### src/rtl/cpu_pkg.sv
// rtl/cpu_pkg.sv - shared widths and writeback types for the register-file write path
package cpu_pkg;

    localparam int word_width     = 32;
    localparam int reg_addr_width = 5;

    // Which source owns the register-file write port in the current cycle.
    typedef enum logic [1:0] {
        WB_NONE,
        WB_ALU,
        WB_LOAD
    } wb_src_e;

    typedef struct packed {
        logic [reg_addr_width-1:0] rd;
        logic [word_width-1:0]     data;
    } wb_req_t;

endpackage

### src/rtl/wb_fifo.sv
// rtl/wb_fifo.sv - synchronous FIFO of writeback requests buffering load results
//
// Ports:
//   clk, reset        clock, synchronous active-low reset (empties the FIFO)
//   push, push_data   write one wb_req_t (caller guarantees !full)
//   pop, pop_data     pop_data is the head; pop advances it (caller guarantees !empty)
//   full, empty       occupancy flags
module wb_fifo
    import cpu_pkg::*;
#(
    parameter int depth = 2
) (
    input  logic    clk,
    input  logic    reset,
    input  logic    push,
    input  wb_req_t push_data,
    input  logic    pop,
    output wb_req_t pop_data,
    output logic    full,
    output logic    empty
);

    localparam int ptr_w = $clog2(depth);

    wb_req_t          mem [depth];
    logic [ptr_w-1:0] rd_ptr;
    logic [ptr_w-1:0] wr_ptr;
    logic [ptr_w:0]   count;

    // Storage is not reset; only the pointers decide what is valid.
    always_ff @(posedge clk) begin
        if (push) begin
            mem[wr_ptr] <= push_data;
        end
    end

    // Depth is a power of two, so pointers wrap by natural overflow.
    always_ff @(posedge clk) begin
        if (!reset) begin
            rd_ptr <= '0;
            wr_ptr <= '0;
            count  <= '0;
        end else begin
            if (push) begin
                wr_ptr <= wr_ptr + 1'b1;
            end
            if (pop) begin
                rd_ptr <= rd_ptr + 1'b1;
            end
            case ({push, pop})
                2'b10:   count <= count + 1'b1;
                2'b01:   count <= count - 1'b1;
                default: count <= count;
            endcase
        end
    end

    assign pop_data = mem[rd_ptr];
    assign full     = (count == (ptr_w + 1)'(depth));
    assign empty    = (count == '0);

endmodule

### src/rtl/writeback_arbiter.sv
// rtl/writeback_arbiter.sv - merges ALU and load results onto the register-file write port
//
// Ports:
//   clk, reset                      clock, synchronous active-low reset
//   issue_valid/is_load/rd/rs1/rs2  instruction presented by decode
//   stall                           decode must hold the presented instruction
//   alu_valid/rd/data               single-cycle ALU result, never back-pressured
//   lsu_valid/ready/rd/data         load result handshake from the load/store unit
//   rf_wren/rf_wr_addr/rf_data_in   registered register-file write port
module writeback_arbiter
    import cpu_pkg::*;
#(
    parameter int word_width     = 32,
    parameter int reg_addr_width = 5,
    parameter int lsu_fifo_depth = 2,
    parameter int max_loads      = 4
) (
    input  logic                      clk,
    input  logic                      reset,
    input  logic                      issue_valid,
    input  logic                      issue_is_load,
    input  logic [reg_addr_width-1:0] issue_rd,
    input  logic [reg_addr_width-1:0] issue_rs1,
    input  logic [reg_addr_width-1:0] issue_rs2,
    output logic                      stall,
    input  logic                      alu_valid,
    input  logic [reg_addr_width-1:0] alu_rd,
    input  logic [word_width-1:0]     alu_data,
    input  logic                      lsu_valid,
    output logic                      lsu_ready,
    input  logic [reg_addr_width-1:0] lsu_rd,
    input  logic [word_width-1:0]     lsu_data,
    output logic                      rf_wren,
    output logic [reg_addr_width-1:0] rf_wr_addr,
    output logic [word_width-1:0]     rf_data_in
);

    localparam int num_regs = 2 ** reg_addr_width;
    localparam int cnt_w    = $clog2(max_loads + 1);

    logic [num_regs-1:0] pending;
    logic [num_regs-1:0] pending_next;
    logic [cnt_w-1:0]    load_count;
    wb_src_e             wb_src;
    wb_src_e             wb_src_next;

    wb_req_t lsu_req;
    wb_req_t fifo_head;
    logic    fifo_push;
    logic    fifo_pop;
    logic    fifo_full;
    logic    fifo_empty;
    logic    alu_win;
    logic    load_issue;
    logic    load_retire;

    assign stall = issue_valid & (pending[issue_rs1] | pending[issue_rs2] | pending[issue_rd] |
                                  (issue_is_load & (load_count == cnt_w'(max_loads))));

    assign load_issue = issue_valid & issue_is_load & ~stall;

    // Held low during reset so the LSU cannot push into a FIFO being flushed.
    assign lsu_ready = reset & ~fifo_full;
    assign fifo_push = lsu_valid & lsu_ready;
    assign lsu_req   = '{rd: lsu_rd, data: lsu_data};

    wb_fifo #(
        .depth(lsu_fifo_depth)
    ) u_fifo (
        .clk      (clk),
        .reset    (reset),
        .push     (fifo_push),
        .push_data(lsu_req),
        .pop      (fifo_pop),
        .pop_data (fifo_head),
        .full     (fifo_full),
        .empty    (fifo_empty)
    );

    // ALU results cannot wait, so they always win; x0 writes are dropped and free the port.
    assign alu_win  = alu_valid & (alu_rd != '0);
    assign fifo_pop = ~alu_win & ~fifo_empty;

    always_comb begin
        wb_src_next = WB_NONE;
        if (alu_win) begin
            wb_src_next = WB_ALU;
        end else if (fifo_pop) begin
            wb_src_next = WB_LOAD;
        end
    end

    always_ff @(posedge clk) begin
        if (!reset) begin
            wb_src     <= WB_NONE;
            rf_wren    <= 1'b0;
            rf_wr_addr <= '0;
            rf_data_in <= '0;
        end else begin
            wb_src <= wb_src_next;
            case (wb_src_next)
                WB_ALU: begin
                    rf_wren    <= 1'b1;
                    rf_wr_addr <= alu_rd;
                    rf_data_in <= alu_data;
                end
                WB_LOAD: begin
                    rf_wren    <= (fifo_head.rd != '0);
                    rf_wr_addr <= fifo_head.rd;
                    rf_data_in <= fifo_head.data;
                end
                default: begin
                    rf_wren    <= 1'b0;
                    rf_wr_addr <= '0;
                    rf_data_in <= '0;
                end
            endcase
        end
    end

    // A load retires on the edge where the register file captures it, i.e. the
    // edge that ends the cycle in which the popped load sits on rf_*. An x0 load
    // still retires here so the outstanding count stays exact.
    assign load_retire = (wb_src == WB_LOAD);

    always_comb begin
        pending_next = pending;
        if (load_retire) begin
            pending_next[rf_wr_addr] = 1'b0;
        end
        if (load_issue) begin
            pending_next[issue_rd] = 1'b1;
        end
        pending_next[0] = 1'b0;
    end

    always_ff @(posedge clk) begin
        if (!reset) begin
            pending    <= '0;
            load_count <= '0;
        end else begin
            pending <= pending_next;
            case ({load_issue, load_retire})
                2'b10:   load_count <= load_count + 1'b1;
                2'b01:   load_count <= load_count - 1'b1;
                default: load_count <= load_count;
            endcase
        end
    end

endmodule
### config.mk
export PLATFORM = sky130hd
export DESIGN_NAME = writeback_arbiter
export DESIGN_NICKNAME = d
export VERILOG_FILES = /design/src/rtl/cpu_pkg.sv /design/src/rtl/wb_fifo.sv /design/src/rtl/writeback_arbiter.sv
export SDC_FILE = /design/constraint.sdc
export NUM_CORES = 1
export LEC_CHECK = 0
export BUFFER_PORTS_ARGS = -buffer_cell sky130_fd_sc_hd__buf_2
export CAP_MARGIN = 10
export CORE_MARGIN = 3
export CORE_UTILIZATION = 49
export DETAILED_ROUTE_END_ITERATION = 7
export GPL_TIMING_DRIVEN = 1
export HOLD_SLACK_MARGIN = 0.1
export PLACE_DENSITY = 0.82
export SETUP_SLACK_MARGIN = 0.05
export SLEW_MARGIN = 20
export SYNTH_ARGS = -nofsm -noshare
export SYNTH_HDL_FRONTEND = slang
export SYNTH_HIERARCHICAL = 1
export SYNTH_SLANG_ARGS = --single-unit
### constraint.sdc
create_clock -name clk -period 3.5 [get_ports clk]
set_input_delay 0.7 -clock clk [delete_from_list [all_inputs] [get_ports clk]]
set_output_delay 0.7 -clock clk [all_outputs]
set_load 0.02 [all_outputs]
## After elaboration in Yosys (flattened, before gate mapping)

Memories as Yosys holds them, arrays and structs flattened. A register that Yosys moved wholly into a read port is not among the register bits.
Index checks and enable logic that the tools add are counted.

- Register bits after elaboration: 79
- Memory bits (writable): 74
- Output and inout bits: 40
- Word-level logic and storage cells: 80
- Memories: 1

Memories:

| memory | depth | bits a word | read ports | clocked after memory_dff | wr ports | line | source |
|---|---|---|---|---|---|---|---|
| u_fifo.mem | 2 | 37 | 1 | 1 | 1 | wb_fifo.sv:25 | `wb_req_t mem [depth];` |

- $add $sub $neg: 6
- Order comparisons: 6
- Equality and inequality tests: 9
- Multiplexer cells: 23
- Bitwise gates (word level): 18
- Reductions and logical operators: 7

Operator list:

| cell | number |
|---|---|
| 2-to-1 mux 32 bit | 2 |
| case mux 32 bit (2 select lines) | 1 |
| bitwise AND 32 bit | 1 |
| inverter 32 bit | 1 |
| OR 32 bit | 1 |
| < comparator 5 x 6 -> 1 bit, second input constant | 4 |
| binary-select mux 1 bit (select 5 bit) | 3 |
| demux 1 bit (select 5 bit) | 2 |
| == test 2 bit, second input constant | 5 |
| >= comparator 5 x 1 -> 1 bit, second input constant | 2 |
| case mux 5 bit (2 select lines) | 1 |
| nonzero test 5 bit | 2 |
| 2-to-1 mux 1 bit | 9 |
| bitwise AND 1 bit | 8 |
| == test 2 x 1 -> 1 bit, second input constant | 3 |
| case mux 3 bit (2 select lines) | 1 |
| 2-to-1 mux 2 bit | 2 |
| inverter 1 bit | 4 |
| case mux 2 bit (2 select lines) | 1 |
| nonzero test 2 bit | 2 |
| adder 3 x 1 -> 3 bit, second input constant | 1 |
| == test 3 bit, second input constant | 1 |
| OR 1 bit | 3 |
| subtractor 3 x 1 -> 3 bit, second input constant | 1 |
| other kinds (6) | 8 |

## Longest topological paths before layout

- Depth after elaboration: 10
- Gate-level depth with buffers: 15

## Modules after synthesis

The synthesis kept the hierarchy.

Modules (own cells, without submodules):

| module | instances | cells an instance | area an instance (um^2) | sequential area each (um^2) |
|---|---|---|---|---|
| writeback_arbiter | 1 | 360 | 3679.8 | 1481.4 |
| wb_fifo | 1 | 137 | 2882.8 | 2322.2 |

## Least setup slack after synthesis

No wires, ideal clock.

- Path kind: input -> register
- Start: in reset
- End: mem u_fifo/mem[0][0] (netlist name), enable pin
- Arrival time: 3.313 ns
- Data required time: 3.067 ns
- Slack: -0.246 ns
- Stages on the path: 6
- Path buffers: 1
- Cells stage by stage: clkbuf_1 > clkinv_1 > nor2_1 > and2_1 > inv_1 > nor2_1

- Longest elaborated chain between the ends: 4

Ends and longest elaborated chain:

| item | line | source |
|---|---|---|
| start: declaration | writeback_arbiter.sv:19 | `input logic reset,` |
| bitwise AND 1 bit | writeback_arbiter.sv:63 | `assign lsu_ready = reset & ~fifo_full;` |
| named net lsu_ready | writeback_arbiter.sv:30 | `output logic lsu_ready,` |
| bitwise AND 1 bit | writeback_arbiter.sv:64 | `assign fifo_push = lsu_valid & lsu_ready;` |
| named net fifo_push | writeback_arbiter.sv:49 | `logic fifo_push;` |
| 2-to-1 mux 1 bit | wb_fifo.sv:32 | `if (push) begin` |
| 2-to-1 mux 1 bit (implied by the code) | wb_fifo.sv:33 | `mem[wr_ptr] <= push_data;` |
| end: declaration | wb_fifo.sv:25 |  |

The timed path passes the listed nets, and every way through them passes these cells.

## Final worst setup path

- Start: in issue_rs1[0]
- End: out stall

- Longest elaborated chain between the ends: 6

Ends and longest elaborated chain:

| item | line | source |
|---|---|---|
| start: declaration | writeback_arbiter.sv:23 | `input logic [reg_addr_width-1:0] issue_rs1,` |
| binary-select mux 1 bit (select 5 bit) | writeback_arbiter.sv:57 | `assign stall = issue_valid & (pending[issue_rs1] \| pending[issue_rs2] \| pending[issue_rd] \|` |
| 2-to-1 mux 1 bit (implied by the code) | writeback_arbiter.sv:57 |  |
| OR 1 bit (3 in series) | writeback_arbiter.sv:57 |  |
| bitwise AND 1 bit | writeback_arbiter.sv:57 |  |
| end: declaration | writeback_arbiter.sv:25 | `output logic stall,` |

Every way passes these cells. The select of a mux whose other input is x is not followed.

==> results.md <==
Detailed routing:
- Using the TritonRoute via totals, the vias-per-cell ratio works out to 5.87.
- The final layout contains routed wiring with a total length of 16700 um.
- For this run, design rule violations remaining after detail routing come to 0.
- For this run, the detailed router's first-pass iteration total came to 5.
- Detailed routing inserted a total of ~4800 vias.
- The detailed router finished its first iteration with about 290 violations.
- The number of nets still failing antenna checks after routing is 0.
- The average wire length per cell after detail routing is between 20 and 25 um.

Critical path:
- The endpoint required time on the critical path is about 2800 ps.
- In this run the critical register-to-register path is launched from pending[3].
- The number of cells on the worst reg-to-reg path is 12.
- The start-to-end type of the worst setup path is in -> out.
- The launching element of the worst setup path is issue_rs1[0].
- In this run the worst path has a maximum fanout of 6.
- The end point of the critical path is stall.
- The worst path arrival time is between 2000 and 2500 ps.
- The nature of the critical path startpoint is an input port.
- The critical path capture point type is an output pin.
- The worst register-to-register path ends at load_count[2].
- The register-to-register path setup slack is around 640 ps.

Finish:
- The final antenna diode count is 0.
- After filler insertion, the fill cell instance count of the layout stands at a little under 1000.
- The area added between synthesis and finish is 21.3%.
- The share of cells above drive strength 1 is 0.372.
- The total number of nets in the final design is a little over 700.

STA:
- The final number of hold-violating endpoints came to 0.
- The worst path meets setup with roughly 380 ps of slack.
- The number of max-slew violations in the final report is 0.
- Measured against its own limit, the worst slew margin works out to 0.373.
- Setup violations remaining at the end of the flow were counted as 0.
- For the pin with the worst max-slew slack, the measured transition is between 900 and 1000 ps.
- Subtracting the final worst setup slack from the clock period gives about 3100 ps.
- Setup repair after global routing left no endpoint under its margin.
- After routing, the total negative slack on setup checks comes to 0 ps.
- Derived from the worst setup path, the maximum achievable clock frequency is roughly 320 MHz.
- The part of the cycle the worst path needs is 0.892.
- The clock arrives with approximately 7.2 ps of skew.

Floorplan:
- The initial utilization of the core area, before any placement, comes to 0.510.
- roughly 140 I/O pins were placed.
- The die span in y is 122 um.
- The placeable core region is between 10000 and 15000 sq um.
- The area enclosed by the die boundary is about 15000 sq um.
- The cell row count is 41.
- The width of the chip is 122 um.

Logic synthesis:
- Counting flops with an async set or reset pin after synthesis yields a share of 0.
- In this run, synthesis produced a sequential element count of around 150.
- The fraction of post-synthesis cell area in the top cell type by area is 0.339.
- For this run, the leading register cell type out of synthesis is dfxtp_1.
- Synthesis instantiated 52 different standard cells from the library.
- Yosys mapped a number of flops with a built-in enable equal to 74.
- After synthesis, the cell types taking the most area are edfxtp_1 (34%), dfxtp_1 (24%), mux2_2 (6.7%).
- The number of nets handed over by synthesis was ~600.
- The cell type with the largest total area after synthesis is edfxtp_1.
- The number of warnings printed during yosys synthesis is 6.
- The post-synthesis cell count is 497.
- The mean post-synth cell area is ~13 sq um.
- The sequential element share of the synthesized area is 0.580.
- After synthesis the cells add up to 6560 sq um.

CTS:
- TritonCTS built the clock tree.
- The clock reaches the later pin of the worst-skew pair after 410 ps.
- The H-tree generated during clock tree synthesis spans 4 levels.
- The number of clock buffers added by TritonCTS is 17.
- The number of gates resized after cts is 0.
- The number of buffers on the longest clock path is 2.
- Clock-pin slew was measured on the worst setup and hold paths at ~60 ps.
- The buffers inserted during post-CTS setup optimization is 0.
- The clock sink count is between 150 and 200.
- The root buffer cell is clkbuf_16.
- The number of buffers inserted for hold repair after clock tree synthesis is 0.

Global route:
- Entering global routing, the biggest net connects 39 pins.
- The number of global-route vias before repair is between 5000 and 6000.
- The total global routing overflow is 0.
- The initial antenna violation count came to 0.
- The first global-routing pass estimated ~27000 um of wire.
- Across every metal layer, demand over resource in global routing totals 0.236.

Power and ir drop:
- The total power density per cell area is ~600 nW/um^2.
- The total chip power is about 4800 uW.
- The worst-case vdd ir drop is ~430 uV.
- For this design the static power due to leakage is just over 0.003 uW.

Placed design:
- The last weighted congestion value of the routability-driven placer is between 0.9 and 1.
- In this run the tool buffered the top-level ports with 134 buffer cells.
- The minimum setup slack after placement is around 170 ps.
- After legalization and detailed placement, the total HPWL measured approximately 12000 um.

Flow run:
- The max-capacitance violation count is 0.

Status:
- The run finished with clean final reports.

Worst hold path:
- The worst hold path belongs to the class in -> reg.
==> final cells by class <==
class                   instances  area (sq um)  share of cell area
flip-flops and latches        153          3800               0.478
multi-input cells             303          2550               0.320
repair buffers                146           761              0.0956
clock buffers                  19           433              0.0544
well taps                     172           215              0.0270
clock inverters                13           169              0.0212
inverters                       8          30.0             0.00377
==> layout by cell type, fill, tap and decap left out, types with 13 or more instances in the layout <==
| master | instances |
|---|---|
| a22o_1 | 35 |
| buf_2 | 134 |
| clkbuf_16 | 17 |
| dfxtp_1 | 79 |
| edfxtp_1 | 74 |
| mux2_2 | 39 |
| mux2i_1 | 20 |
| nand2_1 | 13 |
| nor2_1 | 17 |
| o211ai_1 | 32 |
| o31ai_1 | 27 |
==> cell families (layout without fill, tap and decap cells) <==
group / count (synthesis) / in the layout / synth area share
XOR/XNOR: 5 / 5 / 0.00667
AND/OR/NAND/NOR: 100 / 100 / 0.0871
flip-flops: 153 / 153 / 0.580
adder cells (fa/ha/maj): 3 / 3 / 0.00686
buffers and inverters: 41 / 186 / 0.0337
AO/OA/AOI/OAI: 124 / 124 / 0.149
multiplexers: 71 / 71 / 0.137
==> how the worst min path moves through the flow <==
stage / startpoint / endpoint / slack (ps) / cells after the start
after detailed placement: load_count[1] / load_count[1] / 480 / 2
final: lsu_data[14] / u_fifo/mem[1][14] / 470 / 1
after floorplan: load_count[2] / load_count[2] / 450 / 2
after global routing: lsu_data[4] / u_fifo/mem[0][4] / 460 / 1
after global placement: load_count[2] / load_count[2] / 460 / 2
after CTS: lsu_data[5] / u_fifo/mem[0][5] / 450 / 1
==> synth_stat cells (7+ instances only) <==
master	n
a22o_1	35
a21oi_1	8
inv_1	7
dfxtp_1	79
and2_1	8
mux4_2	11
o31ai_1	27
mux2_2	39
edfxtp_1	74
clkbuf_1	14
buf_2	9
nand3_1	8
nand2_1	13
nor2b_1	7
nand3b_1	7
nor2_1	19
nand2b_1	10
mux2i_1	20
o211ai_1	32
==> where the power goes <==
part / switching (uW) / internal (uW) / leakage [uW]
registers: 63.5 / 2030 / 0.00132
clock network: 723 / 1130 / 0.000298
logic: 466 / 366 / 0.00145
total: 1250 / 3520 / 0.00307
==> routing by layer <==
layer | part of all wire | GRT usage | up-vias
met5 | 0 | 0 | -
met4 | 0.029 | 0.101 | 0
met3 | 0.080 | 0.0552 | 39
met2 | 0.49 | 0.389 | 227
met1 | 0.40 | 0.298 | 2296
li1 | - | - | 2216
==> stage by stage <==
step	std cells	instance area (sq um)	util	hold WS, ps
floorplan	497	6570	-	454
global placement	782	7360	0.571	465
detailed placement	782	7360	0.571	482
CTS	814	7960	0.618	453
global route	814	7960	0.618	458
finish	814	7960	0.618	471
==> registers in the layout (all words and copies together) (netlist names), named ones only <==
signal	cells
load_count	3
pending	31
rf_data_in	32
rf_wr_addr	5
rf_wren	1
u_fifo/count	2
u_fifo/mem	74
u_fifo/rd_ptr	1
u_fifo/wr_ptr	1
wb_src	2
==> worst max-delay path, cell delays in order <==
cell and delay [ps]:
buf_2 150, mux4_2 330, nor2b_1 40, or4_1 490
nand4_1 160, nor2_1 70, a21boi_0 260, buf_2 220
(Power assumes the default switching activity.)
